[src/rtl/seq_rotl_unit_if.sv]
// Request/response bundle for the multicycle left shift/rotate unit.
// The slave modport is the unit; the master modport is the requester/consumer side.
interface seq_rotl_unit_if #(
  parameter int WIDTH = 16,
  parameter int CNT_W = 4
);
  logic             in_valid;
  logic             in_ready;
  logic [WIDTH-1:0] In;
  logic [CNT_W-1:0] Cnt;
  logic             Op;
  logic             out_valid;
  logic             out_ready;
  logic [WIDTH-1:0] Out;
  logic             Cout;
  logic             busy;

  modport master (
    output in_valid, In, Cnt, Op, out_ready,
    input  in_ready, out_valid, Out, Cout, busy
  );

  modport slave (
    input  in_valid, In, Cnt, Op, out_ready,
    output in_ready, out_valid, Out, Cout, busy
  );
endinterface

[src/rtl/seq_rotl_unit.sv]
// Bit-serial rotate-left / logical shift-left: one bit position per clock,
// with valid/ready on both sides and one operation in flight at a time.
module seq_rotl_unit #(
  parameter int WIDTH = 16,
  parameter int CNT_W = 4
) (
  input  logic               clk,
  input  logic               rst_n,
  seq_rotl_unit_if.slave     bus
);

  typedef enum logic [1:0] {
    IDLE  = 2'd0,
    SHIFT = 2'd1,
    DONE  = 2'd2
  } state_t;

  state_t           r_state;
  state_t           w_state_next;
  logic [WIDTH-1:0] r_data;
  logic [WIDTH-1:0] w_data_next;
  logic [CNT_W-1:0] r_rem;
  logic [CNT_W-1:0] w_rem_next;
  logic             r_op;
  logic             w_op_next;
  logic             r_cout;
  logic             w_cout_next;
  logic             w_fill;

  // SLL feeds a zero into bit 0; ROL feeds back the bit leaving the top.
  assign w_fill = r_op ? 1'b0 : r_data[WIDTH-1];

  always_ff @(posedge clk or negedge rst_n) begin
    if (!rst_n) begin
      r_state <= IDLE;
      r_data  <= '0;
      r_rem   <= '0;
      r_op    <= 1'b0;
      r_cout  <= 1'b0;
    end else begin
      r_state <= w_state_next;
      r_data  <= w_data_next;
      r_rem   <= w_rem_next;
      r_op    <= w_op_next;
      r_cout  <= w_cout_next;
    end
  end

  always_comb begin
    w_state_next = r_state;
    w_data_next  = r_data;
    w_rem_next   = r_rem;
    w_op_next    = r_op;
    w_cout_next  = r_cout;
    case (r_state)
      IDLE: begin
        if (bus.in_valid) begin
          w_data_next  = bus.In;
          w_rem_next   = bus.Cnt;
          w_op_next    = bus.Op;
          w_cout_next  = 1'b0;
          w_state_next = (bus.Cnt != '0) ? SHIFT : DONE;
        end
      end
      SHIFT: begin
        w_cout_next = r_data[WIDTH-1];
        w_data_next = {r_data[WIDTH-2:0], w_fill};
        w_rem_next  = r_rem - CNT_W'(1);
        if (r_rem == CNT_W'(1)) begin
          w_state_next = DONE;
        end
      end
      DONE: begin
        // Result and carry stay put after the handshake, only the state moves.
        if (bus.out_ready) begin
          w_state_next = IDLE;
        end
      end
      default: begin
        w_state_next = IDLE;
      end
    endcase
  end

  assign bus.in_ready  = (r_state == IDLE);
  assign bus.out_valid = (r_state == DONE);
  assign bus.busy      = (r_state != IDLE);
  assign bus.Out       = r_data;
  assign bus.Cout      = r_cout;

endmodule

[src/flat_wrapper.sv]
// flat-port wrapper written by rule: the top's interface ports become plain ports
module seq_rotl_unit_flat 
#(
  parameter int WIDTH = 16,
  parameter int CNT_W = 4
)
  (clk, rst_n, bus_in_valid, bus_In, bus_Cnt, bus_Op, bus_out_ready, bus_in_ready, bus_out_valid, bus_Out, bus_Cout, bus_busy);
  seq_rotl_unit_if #(.WIDTH(WIDTH), .CNT_W(CNT_W)) bus_i ();
  input  logic clk;
  input  logic rst_n;
  input wire logic [$bits(bus_i.in_valid)-1:0] bus_in_valid;
  input wire logic [$bits(bus_i.In)-1:0] bus_In;
  input wire logic [$bits(bus_i.Cnt)-1:0] bus_Cnt;
  input wire logic [$bits(bus_i.Op)-1:0] bus_Op;
  input wire logic [$bits(bus_i.out_ready)-1:0] bus_out_ready;
  output wire logic [$bits(bus_i.in_ready)-1:0] bus_in_ready;
  output wire logic [$bits(bus_i.out_valid)-1:0] bus_out_valid;
  output wire logic [$bits(bus_i.Out)-1:0] bus_Out;
  output wire logic [$bits(bus_i.Cout)-1:0] bus_Cout;
  output wire logic [$bits(bus_i.busy)-1:0] bus_busy;
  assign bus_i.in_valid = bus_in_valid;
  assign bus_i.In = bus_In;
  assign bus_i.Cnt = bus_Cnt;
  assign bus_i.Op = bus_Op;
  assign bus_i.out_ready = bus_out_ready;
  assign bus_in_ready = bus_i.in_ready;
  assign bus_out_valid = bus_i.out_valid;
  assign bus_Out = bus_i.Out;
  assign bus_Cout = bus_i.Cout;
  assign bus_busy = bus_i.busy;
  seq_rotl_unit #(.WIDTH(WIDTH), .CNT_W(CNT_W)) u_core (.clk(clk), .rst_n(rst_n), .bus(bus_i));
endmodule
[config.mk]
export PLATFORM = sky130hd
export DESIGN_NAME = seq_rotl_unit_flat
export DESIGN_NICKNAME = d
export VERILOG_FILES = /design/src/rtl/seq_rotl_unit_if.sv /design/src/rtl/seq_rotl_unit.sv /design/src/flat_wrapper.sv
export SDC_FILE = /design/constraint.sdc
export NUM_CORES = 1
export LEC_CHECK = 0
export CORE_AREA = 2 2 54 56
export DETAILED_ROUTE_END_ITERATION = 7
export DIE_AREA = 0 0 56 58
export GPL_TIMING_DRIVEN = 0
export PLACE_DENSITY = 0.8
export SYNTH_ARGS = -nofsm -noshare
export SYNTH_HDL_FRONTEND = slang
export SYNTH_SLANG_ARGS = --single-unit
[constraint.sdc]
create_clock -name clk -period 1.9 [get_ports clk]
set_input_delay 0.38 -clock clk [delete_from_list [all_inputs] [get_ports clk]]
set_output_delay 0.38 -clock clk [all_outputs]
set_load 0.02 [all_outputs]
Word level (Yosys, flattened, before mapping)
Index checks and enable logic that the tools add are counted.
{"block": "classes", "n_addsub": 1, "eq_ne": 6, "mux": 12, "reduce_logical": 7}
{"cell": "16-bit case mux with 2 select lines", "count": 1}
{"cell": "16-bit 2-to-1 mux", "count": 1}
{"cell": "2-bit 2-to-1 mux", "count": 4}
{"cell": "4-bit case mux with 2 select lines", "count": 1}
{"cell": "2-bit case mux with 3 select lines", "count": 1}
{"cell": "4-bit by 1-bit == test with 1-bit output (second input constant)", "count": 1}
{"cell": "4-bit 2-to-1 mux", "count": 1}
{"cell": "2-bit != test (second input constant)", "count": 2}
{"cell": "2-bit AND reduction", "count": 2}
{"cell": "2-bit nonzero test", "count": 2}
{"cell": "4-bit nonzero test", "count": 1}
{"cell": "4-bit by 1-bit subtractor with 4-bit output (second input constant)", "count": 1}
{"cell": "3-bit AND reduction", "count": 1}
{"cell": "2-bit by 1-bit == test with 1-bit output (second input constant)", "count": 1}
{"cell": "2-bit == test (second input constant)", "count": 1}
{"cell": "2-bit logical NOT", "count": 1}
{"cell": "1-bit 2-to-1 mux", "count": 2}
{"cell": "2-bit by 1-bit != test with 1-bit output (second input constant)", "count": 1}
{"cell": "1-bit case mux with 2 select lines", "count": 1}
{"block": "totals", "register_bits": 24, "input_bits": 25, "out_inout_bits": 20, "word_cells": 31}

Logic depth before layout (Yosys ltp)
{"block": "logic_depth", "depth_word": 4, "depth_mapped": 6, "mapped_depth_nobuf": 5}

Worst setup path before layout
No wires, ideal clock.
{"block": "synth_path", "kind": "register -> output", "start": "register u_core.r_state[0]", "end": "output port bus_busy", "arrival_time_ns": 0.996, "required_time_ns": 1.520, "slack_ns": 0.524, "path_stages_with_launch": 4, "n_path_buf": 1, "cell_sequence": "dfrtp_1 -> buf_6 -> nor2_1 -> inv_1"}
{"block": "synth_via", "elab_chain_len": 1}
{"item": "from (decl)", "line": "seq_rotl_unit.sv:18", "source": "state_t r_state;"}
{"item": "from (signal assigned)", "line": "seq_rotl_unit.sv:41", "source": "r_state <= w_state_next;"}
{"item": "2-bit nonzero test", "line": "seq_rotl_unit.sv:87", "source": "assign bus.busy = (r_state != IDLE);"}
{"item": "to (decl)", "line": "flat_wrapper.sv:20", "source": "output wire logic [$bits(bus_i.busy)-1:0] bus_busy;"}
Every way passes these cells.

Worst setup path after layout
{"block": "layout_path", "start": "register u_core.r_data[0], in the netlist u_core.bus.Out[0]", "end": "output port bus_Out[0]"}
{"item": "from (decl)", "line": "seq_rotl_unit.sv:20", "source": "logic [WIDTH-1:0] r_data;"}
{"item": "from (signal assigned)", "line": "seq_rotl_unit.sv:42", "source": "r_data <= w_data_next;"}
{"item": "to (decl)", "line": "flat_wrapper.sv:18", "source": "output wire logic [$bits(bus_i.Out)-1:0] bus_Out;"}
No word-level cell between the ends.

==> results.yml <==
run_status:
  status: "completed"
clock_network:
  cts_hold_buf: 0
  htreeDepth: 1
  cts.clk_slew.worst_paths_ns: 0.12
  cts_resized: 4
  clock_path_buffers: 2
  cts_sinks: 24
  cts_setup_buffers: 0
  clock_latency_ns: 0.30
  cts-buffers-inserted: 3
  cts_tree: "built"
  root_buffer: "clkbuf_4"
placement:
  post_dp_cell_area_mm2: 0.00169
  numPortBuffers: 44
  globalplace.congestion: 0.795
  dp_hpwl_um: 2190
  placedCellCount: 193
yosys:
  synth_async_sr_flop_share_pct: 100
  avgSynthCellArea_um2: 10.3
  synth_mux_area_share_pct: 16.1
  syn_inst: 118
  synth_area_leaders: "dfrtp_1, mux2i_1, o21ai_1"
  synth_top_family_by_area: "multiplexers"
  synth-edff-count: 0
  yosysTopAreaCellShare_pct: 49.6
  synth_adder_area_share_pct: 2.07
  ys_ff_latch: 24
  ys_warn_count: 0
  synth_xor_area_share_pct: 0
  synthSimpleGateAreaFrac_pct: 14.7
  ys_seq_area_share_pct: 49.6
  synth_cell_types: 28
  syn_area_mm2: 0.00121
  yosys.area.top_type: "dfrtp_1"
  ys.flop_type: "dfrtp_1"
  synth-compound-area-share_pct: 12.1
  syn-num-nets: 145
worst_setup_path:
  path_delay_family: "buffers and inverters"
  cp.arrival_ns: 1.33
  path_max_fanout: 3
  required_ns: 1.52
  crit_chain: "clkdlybuf4s50_1"
  worstSetupEndpointType: "output port"
  path_class: "reg -> out"
  r2r_start: "u_core.r_state[0]"
  max_stage_delay_ns: 0.63
  cpMaxStageDelayCell: "clkdlybuf4s50_1"
  crit_buf_inv: 1
  cp-startpoint: "u_core.bus.Out[0]"
  startpoint_type: "flop"
sta:
  fin_worst_skew_ns: 0.00215
  tightestPinTransition_ns: 1.10
  setup_viol: 0
  rsz0062_at_grt: "false"
  tns_ns: 0
  slew_headroom_pct: 26.3
  post-route-min-period_ns: 1.71
  final_hold_viol_count: 0
  max_freq_mhz: 584
  finalCritPeriodShare_pct: 90.1
  slew_viol_final: 0
final_layout:
  finalInstanceArea_mm2: 0.00171
  fillers: 227
  most-common-layout-cells: "clkdlybuf4s50_1, dfrtp_1, mux2i_1"
  finalNonFillerCells: 196
  syn2layout_area_growth_pct: 41.2
  finalNetCount: 194
  drive_above_1_share_pct: 8.48
  antenna_cells: 0
  fin_util_pct: 64.2
  final_common_cell: "clkdlybuf4s50_1"
global_route:
  grt.total_usage_pct: 19.3
  grt_start_max_net_pins: 25
  grt_overflow: 0
  grt_pass1_wl_um: 5010
  antenna_found_initial: 0
  grt_pass1_vias: 1119
job:
  max_cap_viol_count: 0
floorplanning:
  fp.dieW_um: 56
  dieArea_mm2: 0.00325
  pin_count: 45
  initial_utilization_pct: 45.5
  die_height_um: 58
  core_mm2: 0.00266
  num_rows: 19
detailed_routing:
  drc_errors: 0
  via_per_inst: 5.22
  wl_per_cell_um: 14.6
  num_vias: 1023
  drt_iter0_drc: 8
  ant_nets: 0
  routed_wl_um: 2860
  drt_first_pass_iters: 4
power_and_ir_drop:
  ir_worst_vdd_mv: 1.04
  p_total_uw: 2660
  p_leak_uw: 0.000776
  power_density_mw_per_mm2: 1560
worst_hold_path:
  hp-start: "u_core.r_op"
  worstHoldPathType: "reg -> reg"
## layout make-up
cell class	count	area [µm²]	share of cell area [%]
multi-input cells	82	544	31.8
repair buffers	44	437	25.5
plain buffers	8	51.3	3.00
flip-flops and latches	24	602	35.2
well taps	31	38.8	2.27
inverters	4	15.0	0.878
clock buffers	3	22.5	1.32
## worst paths after layout
| path | cells past startpoint | endpoint | slack, ns |
|---|---|---|---|
| worst min register to register | 1 | u_core.r_op | 0.54 |
| worst max register to register | 3 | u_core.r_op | 0.56 |
| worst min-delay path | 1 | u_core.r_op | 0.54 |
| max in group asynchronous | 1 | u_core.r_state[1] | 0.51 |
| min in group asynchronous | 1 | u_core.r_rem[1] | 0.66 |
| worst max-delay path | 1 | bus_Out[0] | 0.19 |
## through the flow
stage	hold WS, ns	setup slack (ns)
2_1_floorplan	0.0844	0.524
6_report	0.540	0.188
4_1_cts	0.543	0.162
3_3_place_gp	0.491	0.131
3_5_place_dp	0.502	0.0990
5_1_grt	0.558	0.105
## cell families after synthesis
| family | after synthesis |
|---|---|
| fa+ha+maj | 2 |
| flops | 24 |
| buf+inv | 12 |
| mux | 19 |
| simple gates | 36 |
| compound gates | 25 |
## where the power goes
part           internal, µW  leakage (µW)  switching [µW]
registers               758      0.000291             206
clock network          73.9     0.0000138             139
logic                   716      0.000471             769
## routing by layer
metal | global-route usage, % | wire [µm] | vias to the layer above
met2 | 33.8 | 1400 | 34
met4 | 5.10 | 0 | 0
met3 | 6.25 | 223 | 0
met5 | 0 | 0 | -
met1 | 22.9 | 1240 | 483
li1 | - | - | 506
## registers in the layout, indices dropped and copies added, names as in the netlist
signal           cells
u_core.r_op          1
u_core.bus.Out      16
u_core.bus.Cout      1
u_core.r_state       2
u_core.r_rem         4
## cells in the mapped netlist, types with 2 or more instances
master    count
nor3_1        4
ha_1          2
nor3b_1       2
buf_2         5
nand2b_1      2
mux2i_1      18
nand2_1      17
nand3_1       2
inv_1         4
nor2b_1       4
dfrtp_1      24
buf_4         2
nor2_1        2
o21ai_1      16
No activity file was read; power rests on OpenSTA's default activity.
